==> config.mk <==
export PLATFORM = sky130hd
export DESIGN_NAME = three_wire_rx
export DESIGN_NICKNAME = d
export VERILOG_FILES = /design/src/rtl/three_wire_pkg.sv /design/src/rtl/three_wire_sync.sv /design/src/rtl/three_wire_rx.sv
export SDC_FILE = /design/constraint.sdc
export NUM_CORES = 1
export LEC_CHECK = 0
export CAP_MARGIN = 20
export CORE_MARGIN = 4
export CORE_UTILIZATION = 50
export CTS_CLUSTER_SIZE = 14
export DETAILED_ROUTE_END_ITERATION = 6
export GPL_ROUTABILITY_DRIVEN = 0
export PLACE_DENSITY_LB_ADDON = 0.1
export SLEW_MARGIN = 25
export SYNTH_ARGS = -nofsm -noshare
export SYNTH_HDL_FRONTEND = slang
export SYNTH_SLANG_ARGS = --single-unit
==> constraint.sdc <==
create_clock -name clk -period 1.7 [get_ports clk]
set_clock_uncertainty 0.1 [all_clocks]
set_input_delay 0.255 -clock clk [delete_from_list [all_inputs] [get_ports clk]]
set_output_delay 0.255 -clock clk [all_outputs]
set_load 0.03 [all_outputs]
==> src/rtl/three_wire_pkg.sv <==
// Shared definitions for the three-wire serial writer and receiver:
// default word size, receiver state encoding and bit-counter sizing.
package three_wire_pkg;

    localparam int TW_WORD_BITS = 16;

    typedef enum logic [2:0] {
        ST_ARM,
        ST_IDLE,
        ST_SHIFT,
        ST_DONE,
        ST_OVER
    } tw_state_e;

    // Counter must be able to hold the value WORD_BITS itself, not just WORD_BITS-1.
    function automatic int twCountWidth(input int bits);
        return $clog2(bits + 1);
    endfunction

    localparam int TW_CNT_W = twCountWidth(TW_WORD_BITS);

endpackage

==> src/rtl/three_wire_sync.sv <==
// Two-flop synchronizer for one asynchronous pin, with an optional third
// flop that turns the synchronized level into rise/fall pulses.
module three_wire_sync #(
    parameter bit RESET_VAL   = 1'b0,
    parameter bit EDGE_DETECT = 1'b0
) (
    input  logic clk,
    input  logic rst,
    input  logic i_async,
    output logic o_sync,
    output logic o_rise,
    output logic o_fall
);

    logic r_meta;
    logic r_sync;

    always_ff @(posedge clk) begin
        if (rst) begin
            r_meta <= RESET_VAL;
            r_sync <= RESET_VAL;
        end else begin
            r_meta <= i_async;
            r_sync <= r_meta;
        end
    end

    assign o_sync = r_sync;

    generate
        if (EDGE_DETECT) begin : g_edge
            logic r_prev;

            always_ff @(posedge clk) begin
                if (rst) begin
                    r_prev <= RESET_VAL;
                end else begin
                    r_prev <= r_sync;
                end
            end

            assign o_rise = r_sync & ~r_prev;
            assign o_fall = ~r_sync & r_prev;
        end else begin : g_noEdge
            assign o_rise = 1'b0;
            assign o_fall = 1'b0;
        end
    endgenerate

endmodule

==> src/rtl/three_wire_rx.sv <==
// Peripheral-side three-wire deserializer: oversamples cs/sclk/sdi with clk,
// reassembles MSB-first words and flags short or overlong frames.
module three_wire_rx
    import three_wire_pkg::*;
#(
    parameter int WORD_BITS     = TW_WORD_BITS,
    parameter bit CS_ACTIVE_LOW = 1'b1,
    parameter bit SAMPLE_RISING = 1'b1
) (
    input  logic                 clk,
    input  logic                 rst,
    input  logic                 cs,
    input  logic                 sclk,
    input  logic                 sdi,
    output logic [WORD_BITS-1:0] data_out,
    output logic                 valid,
    output logic                 busy,
    output logic                 frame_err
);

    localparam int CNT_W = twCountWidth(WORD_BITS);
    localparam logic [CNT_W-1:0] FULL_COUNT = CNT_W'(WORD_BITS);

    logic w_csSync;
    logic w_sclkRise;
    logic w_sclkFall;
    logic w_sclkLevelUnused;
    logic w_sdiSync;
    logic w_unusedCsRise;
    logic w_unusedCsFall;
    logic w_unusedSdiRise;
    logic w_unusedSdiFall;
    logic w_csAct;
    logic w_sampleEdge;

    tw_state_e              r_state;
    logic [CNT_W-1:0]       r_count;
    logic [WORD_BITS-1:0]   r_shift;

    // cs resets to its asserted level so ARM only releases once the pin is really seen idle.
    three_wire_sync #(
        .RESET_VAL   (~CS_ACTIVE_LOW),
        .EDGE_DETECT (1'b0)
    ) u_csSync (
        .clk     (clk),
        .rst     (rst),
        .i_async (cs),
        .o_sync  (w_csSync),
        .o_rise  (w_unusedCsRise),
        .o_fall  (w_unusedCsFall)
    );

    three_wire_sync #(
        .RESET_VAL   (1'b0),
        .EDGE_DETECT (1'b1)
    ) u_sclkSync (
        .clk     (clk),
        .rst     (rst),
        .i_async (sclk),
        .o_sync  (w_sclkLevelUnused),
        .o_rise  (w_sclkRise),
        .o_fall  (w_sclkFall)
    );

    // Same depth as sclk's level path, so sdi lines up with the edge pulse.
    three_wire_sync #(
        .RESET_VAL   (1'b0),
        .EDGE_DETECT (1'b0)
    ) u_sdiSync (
        .clk     (clk),
        .rst     (rst),
        .i_async (sdi),
        .o_sync  (w_sdiSync),
        .o_rise  (w_unusedSdiRise),
        .o_fall  (w_unusedSdiFall)
    );

    assign w_csAct      = w_csSync ^ CS_ACTIVE_LOW;
    assign w_sampleEdge = SAMPLE_RISING ? w_sclkRise : w_sclkFall;

    always_ff @(posedge clk) begin
        if (rst) begin
            r_state   <= ST_ARM;
            r_count   <= '0;
            r_shift   <= '0;
            data_out  <= '0;
            valid     <= 1'b0;
            busy      <= 1'b0;
            frame_err <= 1'b0;
        end else begin
            valid     <= 1'b0;
            frame_err <= 1'b0;
            case (r_state)
                ST_ARM: begin
                    if (!w_csAct) begin
                        r_state <= ST_IDLE;
                    end
                end
                ST_IDLE: begin
                    if (w_csAct) begin
                        r_count <= '0;
                        r_shift <= '0;
                        busy    <= 1'b1;
                        r_state <= ST_SHIFT;
                    end
                end
                // A full word wins over a cs release seen in the same cycle.
                ST_SHIFT: begin
                    if (r_count == FULL_COUNT) begin
                        data_out <= r_shift;
                        valid    <= 1'b1;
                        r_state  <= ST_DONE;
                    end else if (!w_csAct) begin
                        frame_err <= 1'b1;
                        busy      <= 1'b0;
                        r_state   <= ST_IDLE;
                    end else if (w_sampleEdge) begin
                        r_shift <= {r_shift[WORD_BITS-2:0], w_sdiSync};
                        r_count <= r_count + 1'b1;
                    end
                end
                ST_DONE: begin
                    if (!w_csAct) begin
                        busy    <= 1'b0;
                        r_state <= ST_IDLE;
                    end else if (w_sampleEdge) begin
                        frame_err <= 1'b1;
                        r_state   <= ST_OVER;
                    end
                end
                ST_OVER: begin
                    if (!w_csAct) begin
                        busy    <= 1'b0;
                        r_state <= ST_IDLE;
                    end
                end
                default: begin
                    r_state <= ST_ARM;
                end
            endcase
        end
    end

endmodule

# Word level (Yosys, flattened, before mapping)
# Index checks and enable logic that the tools add are counted.
[op_classes]
div_mod_pow = 0
n_lt_le_gt_ge = 0
n_addsub = 1
n_eq_ne = 10
n_mul = 0
n_reduce_logical = 10
shifts = 0
bitwise = 3
n_mux = 26
[ops]
columns = ["op", "count"]
rows = [
  ["16-bit 2-to-1 mux", 4],
  ["16-bit one-hot mux with 2 select lines", 1],
  ["5-bit 2-to-1 mux", 4],
  ["3-bit 2-to-1 mux", 5],
  ["3-bit one-hot mux with 4 select lines", 1],
  ["5-bit one-hot mux with 2 select lines", 1],
  ["1-bit 2-to-1 mux", 8],
  ["3-bit by 2-bit equality test with 1-bit output, second input constant", 2],
  ["2-bit inequality test, second input constant", 3],
  ["2-bit OR reduction", 3],
  ["5-bit by 1-bit adder with 5-bit output, second input constant", 1],
  ["5-bit equality test, second input constant", 1],
  ["5-bit AND reduction", 1],
  ["2-bit AND reduction", 2],
  ["3-bit by 1-bit equality test with 1-bit output, second input constant", 1],
  ["3-bit equality test, second input constant", 1],
  ["3-bit logical NOT", 1],
  ["3-bit by 1-bit inequality test with 1-bit output, second input constant", 1],
  ["1-bit one-hot mux with 3 select lines", 1],
  ["3-bit AND reduction", 1],
  ["3-bit nonzero test", 1],
  ["2-bit by 1-bit inequality test with 1-bit output, second input constant", 1],
  ["1-bit NOT", 2],
  ["1-bit one-hot mux with 2 select lines", 1],
  ["2 further kinds", 2],
]
[totals]
wordCells = 64
output_inout_bits = 19
latchBits = 0
romBits = 0
memories = 0
ramBits = 0
register_bits = 50

# Depth between registers and ports, before layout
# Gate-level depths: netlist of run 1.
[depth]
word_depth = 6
mapped_depth = 8
ltp_nobuf = 6

# Cells and area by module
# A second synthesis of run 1 with hierarchy kept.
[hier_totals]
hier_cells = 193
hier_area_um2 = 1863.0
[modules_own_cells]
columns = ["module", "cells_per_inst", "n_inst", "seq_area_each_um2", "area_per_inst_um2"]
rows = [
  ["three_wire_rx", 171, 1, 860.8, 1629.1],
  ["three_wire_sync (u_csSync ...)", 7, 2, 40.0, 71.3],
  ["three_wire_sync (u_sclkSync)", 8, 1, 60.1, 91.3],
]

# Worst setup path before layout of run 1
# OpenSTA, ideal clock, no wires.
[synth_path]
path_type = "reg2reg"
start = "reg r_count[0]"
end = "reg data_out[0]"
path_buffers = 2
required_time_ps = 1457
path_stages_with_launch = 9
setup_slack_ps = -56
t_arrival_ps = 1513
period_less_slack_ps = 1756
path_cell_list = "dfxtp_1 inv_1 ha_1 nand4bb_4 or3_1 buf_6 buf_12 nand2_2 a21oi_2"
[synth_via]
elab_chain_len = 2
[synth_lines]
columns = ["element", "line", "rtl"]
rows = [
  ["from (decl)", "three_wire_rx.sv:37", "logic [CNT_W-1:0] r_count;"],
  ["from (signal assigned)", "three_wire_rx.sv:119", "r_count <= r_count + 1'b1;"],
  ["5-bit equality test", "three_wire_rx.sv:109", "if (r_count == FULL_COUNT) begin"],
  ["2-bit AND reduction (no source line)", "-", ""],
  ["to (signal assigned)", "three_wire_rx.sv:110", "data_out <= r_shift;"],
  ["to (decl)", "three_wire_rx.sv:15", "output logic [WORD_BITS-1:0] data_out,"],
]
# No other way between the ends.
# A chain may end at the register's enable or synchronous reset.

# Final worst setup path of run 1
[layout_path]
start = "reg data_out[10]"
end = "out data_out[10]"
# No word-level cell between the ends.

==> results of run 1 <==
-- kinds of logic (layout without fill, tap and decap cells) --
family | Yosys count | after routing | synth area share
compound gates | 32 | 32 | 0.102
fa+ha+maj | 2 | 2 | 0.0117
buf+inv | 15 | 46 | 0.0538
flops | 50 | 50 | 0.468
mux | 18 | 18 | 0.0842
simple gates | 108 | 108 | 0.281
-- report_power, final --
group | internal (mW) | switching [mW] | leakage [nW] | total [mW]
Clock | 0.471 | 0.362 | 0.0573 | 0.833
Combinational | 0.0627 | 0.0691 | 0.740 | 0.132
Sequential | 1.18 | 0.00937 | 0.405 | 1.19
-- state kept, by name (all words and copies together) (netlist names), 3 cells and up --
signal,flops
r_shift,16
r_state,3
r_count,5
data_out,16
-- routing by layer --
layer / part of all wire / track usage / routed length, um / vias to the layer above
li1: - / - / - / 800
met1: 0.49 / 0.207 / 1860 / 733
met2: 0.47 / 0.242 / 1780 / 20
met3: 0.030 / 0.0383 / 114 / 2
met4: 0.0058 / 0.0664 / 22 / 0
met5: 0 / 0 / 0 / -
-- path summary, 6_finish.rpt --
path	endpoint	slack, ps	cells past startpoint	start
min	data_out[5]	260	2	rst
min reg2reg	u_sclkSync.o_sync	340	1	u_sclkSync.r_meta
max	data_out[10]	50	1	data_out[10]
max reg2reg	data_out[13]	80	7	r_count[1]
-- cell type report --
type                            count  area [um2]
Sequential cell                    50        1000
Inverter                            3        11.3
Tap cell                           50        62.6
Clock inverter                      1        30.0
Clock buffer                        6        82.6
Fill cell                         334        1440
Timing Repair Buffer               36         385
Multi-Input combinational cell    160        1040
-- repair_timing --
action / CTS / global route
setup buffers: 0 / 0
hold endpoints to repair: 0 / 0
endpoints found under the setup margin: 4 / 13
cloned: 0 / 0
gates resized for setup: 4 / 13
-- layout by cell type (no fill, tap or decap), types with 4 or more instances in the layout --
master / count
o21ai_0: 4
or3_1: 4
nand2_1: 45
buf_4: 10
clkbuf_8: 6
a21oi_1: 13
dlymetal6s2s_1: 12
mux2i_1: 18
nor2_1: 4
nand2b_1: 21
a21oi_2: 10
dfxtp_1: 48
clkdlybuf4s50_1: 6
nor2b_1: 10
dlygate4sd2_1: 4
nand2_2: 9
==> run summary, run 1 <==
status = finished clean
Place WS = 90.5 ps
Clk pin slew, worst setup/hold paths = 90 ps
Avg Cell Area, Syn = 9.51 um2
cell area after synthesis = 2140 um2
Setup crit end kind = primary output
WP buf/inv = 1
Port Buffer Count = 23
Total Wirelength = 3780 um
die area = 5390 um2
power per cell area = 825 nW/um2
CTS Buffer Depth = 2
fin crit share = 0.969
core box area = 4060 um2
Initial Utilization = 0.527
final core utilization = 0.644
Worst-Margin Slew = 404 ps
DP Cell Count = 299
CTS tree = yes
Max Clk Rate = 607 MHz
FFs w/ async S/R, synth = 0
crit-path max cell delay = 670 ps
CP Launch Type = register
crit path kind = register to primary output
total routing usage reported by global routing = 0.156
vias in the first global route = 1489
ys flop type = dfxtp_1
H-tree depth = 2
Syn-to-layout area delta = 22.2%
Final WS setup = 53.4 ps
RSZ-0062 raised after global routing = false
EDFF count, synth = 0
syn nets = 232
Horiz. Die Dim = 73.4 um
nets@finish = 263
final setup fails = 0
grt total ovfl = 0
library cells used by synthesis = 34
yosys warns = 0
max-slew headroom at the worst pin = 0.730
Hold Slack = 257 ps
Clock Root Buffer = clkbuf_8
setup TNS = 0 ps
antenna cells = 0
Max rail drop VDD = 523 uV
die height = 73.4 um
average vias per placed instance = 5.08
drt wl/cell = 12.4 um
Pleak = 1.20 nW
crit path max-delay cell type = clkdlybuf4s50_1
via count = 1555
share of the synthesized area in the top cell type = 0.468
Crit Path Max Fanout = 2
CTS Hold Bufs = 0
critical-path cell list = clkdlybuf4s50_1
DRC = 0
Gate Count Post-Synth = 225
WP data arrival = 1290 ps
max_cap viols = 0
final hold viol count = 0
Synth area leaders = dfxtp_1 (47%), mux2i_1 (8.4%), nand2_1 (7.9%)
CP Data Required Time = 1340 ps
clock tree sinks = 50
hpwl dp = 2570 um
flops & latches, synth = 50
overall power = 2.16 mW
Design Area, Final = 2620 um2
worst hold-check path type = input pin to register
Period minus WS final = 1650 ps
most frequent cell after synthesis = dfxtp_1
cell area after placement = 2470 um2
part of the Yosys area used for sequential elements = 0.468
Slew Viols, Final = 0
CTS buffer count = 5
ANT nets after route = 0
# IOs = 24
Starting DRT DRC Count = 46
Initial DRT Pass Iterations = 4
largest net degree at the start of global routing = 21
Crit path max-delay family = buffers and inverters
cell accounting for the most synthesized area = dfxtp_1
initial antenna violation count = 0
layout cells sized above 1 = 0.203
Worst-Skew Late Latency = 290 ps
first-pass GRT wire length = 6640 um
row cnt = 23
commonest cells in the netlist = dfxtp_1 (50), nand2_1 (45), nand2b_1 (21)
fin cells = 306
Power figures use the tool's default switching activity.
==> run 2: changes to the inputs <==
--- a/config.mk
+++ b/config.mk
@@ -7,7 +7,7 @@
 export LEC_CHECK = 0
 export CAP_MARGIN = 20
 export CORE_MARGIN = 4
-export CORE_UTILIZATION = 50
+export CORE_UTILIZATION = 48
 export CTS_CLUSTER_SIZE = 14
 export DETAILED_ROUTE_END_ITERATION = 6
 export GPL_ROUTABILITY_DRIVEN = 0
@@ -15,4 +15,5 @@
 export SLEW_MARGIN = 25
 export SYNTH_ARGS = -nofsm -noshare
 export SYNTH_HDL_FRONTEND = slang
+export SYNTH_HIERARCHICAL = 1
 export SYNTH_SLANG_ARGS = --single-unit
==> run summary, run 2 <==
status = finished clean (unchanged)
CTS Hold Bufs = 0 (unchanged)
final hold viol count = 0 (unchanged)
DRC = 0 (unchanged)
Max Clk Rate = 601 MHz (was 607 MHz)
worst hold-check path type = register to register (was input pin to register)
Critical Path Source = r_state[2] (was data_out[10])
syn nets = 193 (was 232)
commonest non-fill, non-tap cell in the layout = dfxtp_1 (unchanged)
Gate Count Post-Synth = 186 (was 225)
Initial Utilization = 0.497 (was 0.527)
Clk pin slew, worst setup/hold paths = 80 ps (was 90 ps)
Avg Cell Area, Syn = 9.78 um2 (was 9.51 um2)
nets@finish = 235 (was 263)
Period minus WS final = 1670 ps (was 1650 ps)
layout cells sized above 1 = 0.197 (was 0.203)
drt wl/cell = 13.1 um (was 12.4 um)
Worst-Margin Slew = 332 ps (was 404 ps)
r2r startpoint = r_state[2] (was r_count[1])
CTS tree = yes (unchanged)
initial antenna violation count = 0 (unchanged)
wire length on met1 = 1670 um (was 1860 um)
internal reg-to-reg setup slack = 30 ps (was 80 ps)
max-slew headroom at the worst pin = 0.778 (was 0.730)
overall power = 2.12 mW (was 2.16 mW)
RSZ-0062 raised after global routing = true (was false)
row cnt = 22 (was 23)
HP Start = u_csSync/r_meta (was rst)
first-pass GRT wire length = 6260 um (was 6640 um)
Total Wirelength = 3610 um (was 3780 um)
Setup crit end kind = register (was primary output)
Clock Root Buffer = clkbuf_8 (unchanged)
Starting DRT DRC Count = 84 (was 46)
Worst-Skew Late Latency = 290 ps (about the same)
fillcell total = 281 (was 334)
power per cell area = 871 nW/um2 (was 825 nW/um2)
Crit Path Max Fanout = 4 (was 2)
total routing usage reported by global routing = 0.158 (was 0.156)
CTS Buffer Depth = 2 (unchanged)
fin crit share = 0.980 (was 0.969)
max_cap viols = 0 (unchanged)
cell area after placement = 2210 um2 (was 2470 um2)
Pleak = 1.09 nW (was 1.20 nW)
ANT nets after route = 0 (unchanged)
hpwl dp = 2550 um (was 2570 um)
clock tree sinks = 50 (unchanged)
yosys warns = 6 (was 0)
met3 WL = 147 um (was 114 um)
Horiz. Die Dim = 69.6 um (was 73.4 um)
final core utilization = 0.666 (was 0.644)
die height = 69.6 um (was 73.4 um)
Slew Viols, Final = 0 (unchanged)
Initial DRT Pass Iterations = 4 (unchanged)
antenna cells = 0 (unchanged)
WP data arrival = 1790 ps (was 1290 ps)
grt total ovfl = 0 (unchanged)
CTS buffer count = 5 (unchanged)
CP Data Required Time = 1820 ps (was 1340 ps)
largest net degree at the start of global routing = 22 (was 21)
highest metal used = met4 (unchanged)
vias in the first global route = 1374 (was 1489)
biggest registers after layout = data_out (16), r_shift (16), r_count (5) (unchanged)
Max rail drop VDD = 574 uV (was 523 uV)
die area = 4840 um2 (was 5390 um2)
via count = 1425 (was 1555)
final setup fails = 0 (unchanged)
met2 routed WL = 1740 um (was 1780 um)
cell area after synthesis = 1820 um2 (was 2140 um2)
Syn-to-layout area delta = 34.1% (was 22.2%)
Port Buffer Count = 23 (unchanged)
Design Area, Final = 2440 um2 (was 2620 um2)
H-tree depth = 2 (unchanged)
core box area = 3660 um2 (was 4060 um2)
average vias per placed instance = 5.16 (was 5.08)
crit path kind = register to register (was register to primary output)
most frequent cells in the layout = dfxtp_1 (49), nand2_1 (35), buf_4 (22), a21oi_1 (19), a22o_1 (17) (was dfxtp_1 (48), nand2_1 (45), nand2b_1 (21), mux2i_1 (18), a21oi_1 (13))
CP Launch Type = register (unchanged)
# IOs = 24 (unchanged)
## run 2: area by class of cell
type                    instances  area, um2  share of cell area
repair buffers                 47        454               0.186
flip-flops and latches         50       1000               0.411
well taps                      48       60.1              0.0246
clock buffers                   6       82.6              0.0338
inverters                       4       15.0             0.00615
multi-input cells             120        796               0.326
clock inverters                 1       30.0              0.0123
## run 2: routing by layer
layer / vias to the layer above / track usage
met5: - / 0
met4: 0 / 0.0586
met3: 5 / 0.0435
met2: 29 / 0.261
met1: 660 / 0.196
li1: 731 / -
## run 2: path summary, 6_finish.rpt
kind / endpoint / depth (start not counted)
setup / recovery: r_count[3] / 5
hold / removal: u_csSync/o_sync / 1
setup reg to reg: r_count[3] / 5
hold reg to reg: u_csSync/o_sync / 1
## run 2: where the power goes
| part | switching, mW | internal (mW) |
|---|---|---|
| Combinational | 0.0590 | 0.0550 |
| Sequential | 0.00798 | 1.18 |
| Clock | 0.351 | 0.470 |
## run 2: what timing repair did
item | CTS | global route
pin swaps | 0 | 1
setup buffers | 0 | 2
cloned | 0 | 1
resized for setup | 2 | 24
endpoints found under the setup margin | 17 | 45
## run 2: worst max-delay path: stages (launching register included)
cell     delay, ps
dfxtp_1        370
buf_4          170
or4b_1         570
a31oi_1        230
o21ai_1         90
o21ai_0         80
## run 2: metrics by stage
step                hold slack (ps)  instances  setup TNS (ps)  setup WS [ps]
finish                          348        276               0           34.8
global route                    371        276            -517          -45.1
detailed placement              329        266           -3930           -226
floorplan                       227        186               0           13.8
global placement                317        266           -2460           -130
CTS                             349        273               0           20.6
